**src/rtl/imem_access_arb.sv**
```systemverilog
// imem_access_arb: arbiter/sequencer sharing a byte-wide instruction memory
// between the CPU fetch path (word reads) and the program loader (word
// writes, issued as four little-endian byte writes).
// Optional build macro: IMEM_ADDR_CHECK_EN enables fetch/loader address
// checking with an error pulse; without it every address passes through.
module imem_access_arb #(
   parameter int unsigned DEPTH_BYTES = 1024,
   parameter int unsigned ADDR_W      = 32
) (
   input  logic              clk,
   input  logic              rst,
   input  logic              f_req,
   input  logic [ADDR_W-1:0] f_addr,
   output logic              f_gnt,
   output logic              f_rvalid,
   output logic [31:0]       f_rdata,
   input  logic              l_req,
   input  logic [ADDR_W-1:0] l_addr,
   input  logic [31:0]       l_wdata,
   output logic              l_gnt,
   output logic              l_done,
   output logic [ADDR_W-1:0] mem_addr,
   output logic              mem_we,
   output logic [7:0]        mem_wdata,
   input  logic [31:0]       mem_rdata,
   output logic              busy,
   output logic              err
);

   localparam logic [31:0]       LP_NOP       = 32'h0000_0013;
   localparam logic [ADDR_W-1:0] LP_LAST_WORD = ADDR_W'(DEPTH_BYTES - 4);
`ifdef IMEM_ADDR_CHECK_EN
   localparam bit LP_ADDR_CHECK = 1'b1;
`else
   localparam bit LP_ADDR_CHECK = 1'b0;
`endif

   typedef enum logic {S_IDLE = 1'b0, S_WR = 1'b1} state_t;
   typedef enum logic {G_FETCH = 1'b0, G_LOADER = 1'b1} gnt_t;

   state_t            r_state;
   state_t            w_next_state;
   gnt_t              r_last_gnt;
   logic [1:0]        r_cnt;
   logic [ADDR_W-1:0] r_base;
   logic [31:0]       r_wdata;
   logic              r_err;

   logic w_idle;
   logic w_l_sel;
   logic w_f_sel;
   logic w_f_bad;
   logic w_l_bad;

   // Round-robin arbitration, only in IDLE and never while reset is applied
   assign w_idle  = (r_state == S_IDLE) && !rst;
   assign w_l_sel = w_idle && l_req && (!f_req || (r_last_gnt == G_FETCH));
   assign w_f_sel = w_idle && f_req && !w_l_sel;

   // Address checks collapse to constant 0 when the check build is off
   assign w_f_bad = LP_ADDR_CHECK &&
                    ((f_addr[1:0] != 2'b00) || (f_addr > LP_LAST_WORD));
   assign w_l_bad = LP_ADDR_CHECK && (l_addr > LP_LAST_WORD);

   assign err = r_err;

   // State register
   always_ff @(posedge clk) begin : p_state
      if (rst) r_state <= S_IDLE;
      else     r_state <= w_next_state;
   end

   // Next state: a good loader grant starts the 4-byte write sequence
   always_comb begin : p_next
      w_next_state = r_state;
      case (r_state)
         S_IDLE:  if (w_l_sel && !w_l_bad) w_next_state = S_WR;
         S_WR:    if (r_cnt == 2'd3) w_next_state = S_IDLE;
         default: w_next_state = S_IDLE;
      endcase
   end

   // Grants and memory port drive; everything idles while reset is high
   always_comb begin : p_out
      f_gnt     = 1'b0;
      l_gnt     = 1'b0;
      mem_addr  = '0;
      mem_we    = 1'b0;
      mem_wdata = 8'h00;
      busy      = (r_state == S_WR);
      if (!rst) begin
         case (r_state)
            S_IDLE: begin
               f_gnt = w_f_sel;
               l_gnt = w_l_sel;
               if (w_f_sel && !w_f_bad) mem_addr = f_addr;
            end
            S_WR: begin
               mem_we    = 1'b1;
               mem_addr  = r_base + ADDR_W'(r_cnt);
               mem_wdata = r_wdata[{r_cnt, 3'b000} +: 8];
            end
            default: ;
         endcase
      end
   end

   // Fetch response, loader word latch, byte counter and completion pulses
   always_ff @(posedge clk) begin : p_data
      if (rst) begin
         f_rvalid   <= 1'b0;
         f_rdata    <= 32'h0;
         l_done     <= 1'b0;
         r_err      <= 1'b0;
         r_cnt      <= 2'd0;
         r_last_gnt <= G_FETCH;
         r_base     <= '0;
         r_wdata    <= 32'h0;
      end else begin
         f_rvalid <= f_gnt;
         if (f_gnt) f_rdata <= w_f_bad ? LP_NOP : mem_rdata;
         l_done <= ((r_state == S_WR) && (r_cnt == 2'd3)) || (l_gnt && w_l_bad);
         r_err  <= (f_gnt && w_f_bad) || (l_gnt && w_l_bad);
         if (r_state == S_WR) r_cnt <= r_cnt + 2'd1;
         if (l_gnt) begin
            r_base     <= l_addr;
            r_wdata    <= l_wdata;
            r_cnt      <= 2'd0;
            r_last_gnt <= G_LOADER;
         end else if (f_gnt) begin
            r_last_gnt <= G_FETCH;
         end
      end
   end

endmodule

```
**config.mk**
```make
export PLATFORM = sky130hd
export DESIGN_NAME = imem_access_arb
export DESIGN_NICKNAME = d
export VERILOG_FILES = /design/src/rtl/imem_access_arb.sv
export SDC_FILE = /design/constraint.sdc
export NUM_CORES = 1
export LEC_CHECK = 0
export CORE_UTILIZATION = 30
export CTS_CLUSTER_DIAMETER = 50
export CTS_CLUSTER_SIZE = 30
export DETAILED_ROUTE_END_ITERATION = 10
export SLEW_MARGIN = 20
export SYNTH_ARGS = -nofsm -noshare
export SYNTH_HDL_FRONTEND = slang
export SYNTH_SLANG_ARGS = --single-unit
export TNS_END_PERCENT = 20
```
**constraint.sdc**
```tcl
create_clock -name clk -period 3.4 [get_ports clk]
set_input_delay 0.34 -clock clk [delete_from_list [all_inputs] [get_ports clk]]
set_output_delay 0.34 -clock clk [all_outputs]
set_load 0.01 [all_outputs]
```
== Word-level counts from Yosys, hierarchy flattened ==
Cells that the tools add are included.
W data, S select, Z words.
Storage, ports and cells
  bits in registers: 102
Operators by class
  $add $sub $neg: 2
  eq/ne operators: 1
  shifts and indexed selects: 1
  multiplexer cells: 16
  bitwise operators: 2
  reduce and logical (&&, ||, !) cells: 12
Operator list (count)
  $mux W32: 2
  $pmux W32 S2: 1
  $add A32 B2 Y32: 1
  $shiftx A32 B6 Y8: 1
  $mux W8: 2
  $mux W1: 10
  $logic_and A1 B1 Y1: 6
  $logic_not A1 Y1: 3
  $add A2 B1 Y2 const B: 1
  $eq A2 B2 Y1 const B: 1
  $not A1 Y1: 2
  $pmux W1 S2: 1
  $reduce_bool A2 Y1: 1
  $reduce_or A2 Y1: 1
  $logic_or A1 B1 Y1: 1

== Logic depth before layout (Yosys ltp) ==
  word-level depth: 10
  gate-level depth with buffers: 7

== Least setup slack after synthesis ==
No wires, ideal clock.
  kind: register to output
  from: register r_cnt[0]
  to: output port mem_addr[26]
  arrival time: 2094 ps
  data required time: 3060 ps
  slack: 966 ps
  cell stages (with the launch flop): 8
  buffers on the path: 1
  path through: dfxtp_1 -> ha_1 -> fa_1 -> nand4_1 -> or3_1 -> buf_2 -> or4_1 -> a31oi_1
Between the ends
  longest elaborated chain between the ends: 3
RTL lines
  start, declared: line 44  | logic [1:0] r_cnt;
  start signal, assigned: line 124  | if (r_state == S_WR) r_cnt <= r_cnt + 2'd1;
  $add A32 B2 Y32: line 100  | mem_addr = r_base + ADDR_W'(r_cnt);
  $pmux W32 S2: line 92  | case (r_state)
  $mux W32: line 91  | if (!rst) begin
  end, declared: line 22  | output logic [ADDR_W-1:0] mem_addr,
No other way between the ends.

== Worst setup path after layout ==
  from: register r_base[17]
  to: output port mem_addr[29]
Between the ends
  longest elaborated chain between the ends: 3
RTL lines
  start, declared: line 45  | logic [ADDR_W-1:0] r_base;
  start signal, assigned: line 126  | r_base <= l_addr;
  $add A32 B2 Y32: line 100
  $pmux W32 S2: line 92
  $mux W32: line 91
No other way between the ends.

==> impl_metrics.ini <==
[clock_network]
clkTransAtPathRegs_ns = 0.07
clockBufferDepth = 2
numCtsBuffers = 9
clock_latency_ns = 0.35
cts_tree = built
htreeDepth = 3
clock-sinks = 102
hold_buffers = 0
cts_root_buf = clkbuf_16

[sta]
worst_pin_slew_ns = 1.00
rsz0062_at_grt = true
post-route-period-util_pct = 97.0
setup_viol = 0
clock_skew_ns = 0.00723
fin_tns_setup_ns = 0
final-hold-violation-count = 0
max_freq_mhz = 303
maxSlewViolCount = 0
min_period_ns = 3.30
fin_ws_ns = 0.102
slew_headroom_pct = 33.1

[worst_setup_path]
worst_path_largest_cell_delay_ns = 0.62
r2r_start = r_last_gnt
end_kind = primary output
crit_end = mem_addr[29]
r2r_end = f_rdata[9]
critPathArrivalTime_ns = 2.96
start_kind = register
reg2reg_slack_ns = 1.51
crit_path_start = r_base[17]
path_class = register to primary output
cp_max_fo = 13
crit_chain = nand4_1 > or4_4 > a311o_1 > a311oi_1 > clkdlybuf4s50_1
cp_slowest_cell = clkdlybuf4s50_1
reg2reg_depth = 6
critical_path_required_ns = 3.06

[power]
vdd_drop_max_mv = 0.277
p_total_w = 0.00303
leakage_nw = 2.67
power.density_nw_per_um2 = 391

[synth]
syn_nets = 791
yosys.cell_count.top_type = nand2_1
yosys-top-cells-area = dfxtp_1 40%, nand2_1 11%, nand2b_1 6.9%
synth-edff-count = 0
syn_avg_cell_area_um2 = 7.85
ys.flop_type = dfxtp_1
synthDistinctLibCells = 52
post-synth-top-area-fraction_pct = 39.7
synth_seq_cells = 102
synth_top_area_cell = dfxtp_1
ys_top_cells_by_count = 148 x nand2_1, 102 x dfxtp_1, 71 x a21oi_1, 57 x nand2b_1, 52 x o21ai_0
synthCells = 655
syn_area_um2 = 5140
seq_area_frac_synth_pct = 39.7
ys_warn_count = 0
async_reset_ff_share_pct = 0

[detailed_routing]
drc = 0
wl_per_cell_um = 15.4
drtIter0Drc = 240
vias_per_cell = 4.82
wl_um = 16400
vias = 5123
first_pass_iters = 4
antenna_left = 0

[floorplanning]
io_pins = 211
fp.dieH_um = 133
die-area_um2 = 17700
core_um2 = 16600
initial_core_util_pct = 30.9
fp-row-count = 47
die_width_um = 133

[grt]
grt_pass1_wl_um = 25900
grt_antenna_before_repair = 1
gr-total-overflow = 0
first_global_vias = 4858
grt_util_all_layers_pct = 18.6
grt_max_degree = 132

[worst_hold_path]
hold_depth = 2
hp-class = register to register

[placement]
gp_congestion = 0.792
dp_worst_setup_slack_ns = 0.368
io_buffers = 209
hpwlAfterDp_um = 11300

[layout]
nets = 973
drive_gt1_share_pct = 7.24
area_growth_pct = 50.6
final_util_pct = 46.6

[run_status]
status = finished clean

[run]
cap_violations = 0
cells in the final DEF (no fill, tap or decap), types with 4 or more instances in the layout:
cell type / n
clkdlybuf4s50_1: 203
nand2_1: 148
dfxtp_1: 100
a21oi_1: 71
nand2b_1: 57
o21ai_0: 52
o31ai_1: 15
inv_1: 13
buf_4: 13
a31oi_1: 12
and2_1: 10
nor4_1: 10
nor3_1: 10
xnor2_1: 9
clkbuf_16: 9
mux4_2: 8
nand4_1: 7
or4_1: 7
and4_1: 6
nand3_1: 5
a31o_2: 5
nor2_1: 5
dlymetal6s2s_1: 5
nor4_2: 4
a311oi_1: 4
xor2_1: 4
or2b_1: 4
state kept, by name, summed over array words and instances, names as in the netlist:
register / flops
f_rdata: 32
f_rvalid: 1
r_wdata: 32
r_cnt: 2
busy: 1
r_last_gnt: 1
l_done: 1
r_base: 32
cell families after synthesis:
logic type / share of synthesized area, %
XOR/XNOR: 2.21
other: 0.0729
AND/OR/NAND/NOR: 28.7
AO/OA/AOI/OAI: 19.3
flip-flops: 39.7
multiplexers: 3.70
buffers and inverters: 5.23
adder cells (fa/ha/maj): 1.12
worst min path at each step:
stage                           start          end  slack, ns
after global placement     f_rdata[5]   f_rdata[5]       0.44
after CTS                 f_rdata[14]  f_rdata[14]       0.46
after floorplan           r_wdata[16]  r_wdata[16]       0.45
after detailed placement  f_rdata[14]  f_rdata[14]       0.45
final                     f_rdata[30]  f_rdata[30]       0.45
after global routing      f_rdata[23]  f_rdata[23]       0.47
metrics by stage:
stage / hold WS [ns] / cells / area (µm²)
global route: 0.473 / 1063 / 7750
floorplan: 0.446 / 655 / 5140
finish: 0.452 / 1063 / 7750
CTS: 0.456 / 1062 / 7710
detailed placement: 0.446 / 1046 / 7420
global placement: 0.442 / 1046 / 7420
worst max-delay path: cells and delay by family, from the launching register on:
kind / cells / cell delay, ns
simple gates: 2 / 0.87
flops: 1 / 0.43
compound gates: 2 / 0.70
buf+inv: 1 / 0.62
where the power goes:
part / total, W / internal [W] / switching [W]
registers: 0.00136 / 0.00128 / 0.0000762
clock network: 0.00100 / 0.000526 / 0.000478
logic: 0.000671 / 0.000375 / 0.000296
repair_timing:
action                     4_1_cts  5_1_grt
resized for setup                2        9
pin swaps                        0        1
setup buffers                    0        0
hold endpoints to repair         0        0
setup endpoints to repair        1        8
routing by layer:
layer	part of all wire, %	vias up	track usage [%]	routed length (µm)
li1	-	2644	-	-
met1	47	2314	24.6	7750
met2	46	153	29.9	7470
met3	5.6	12	4.79	920
met4	1.3	0	5.17	216
met5	0	-	0	0
layout make-up:
class	instances	area [µm²]
tap	220	275
timing repair buffer	222	2210
inverter	14	52.6
fill	1664	8890
antenna	1	2.50
clock inverter	5	40.0
clock buffer	11	243
multi-input combinational	488	2880
sequential	102	2040
(Power assumes the default switching activity.)
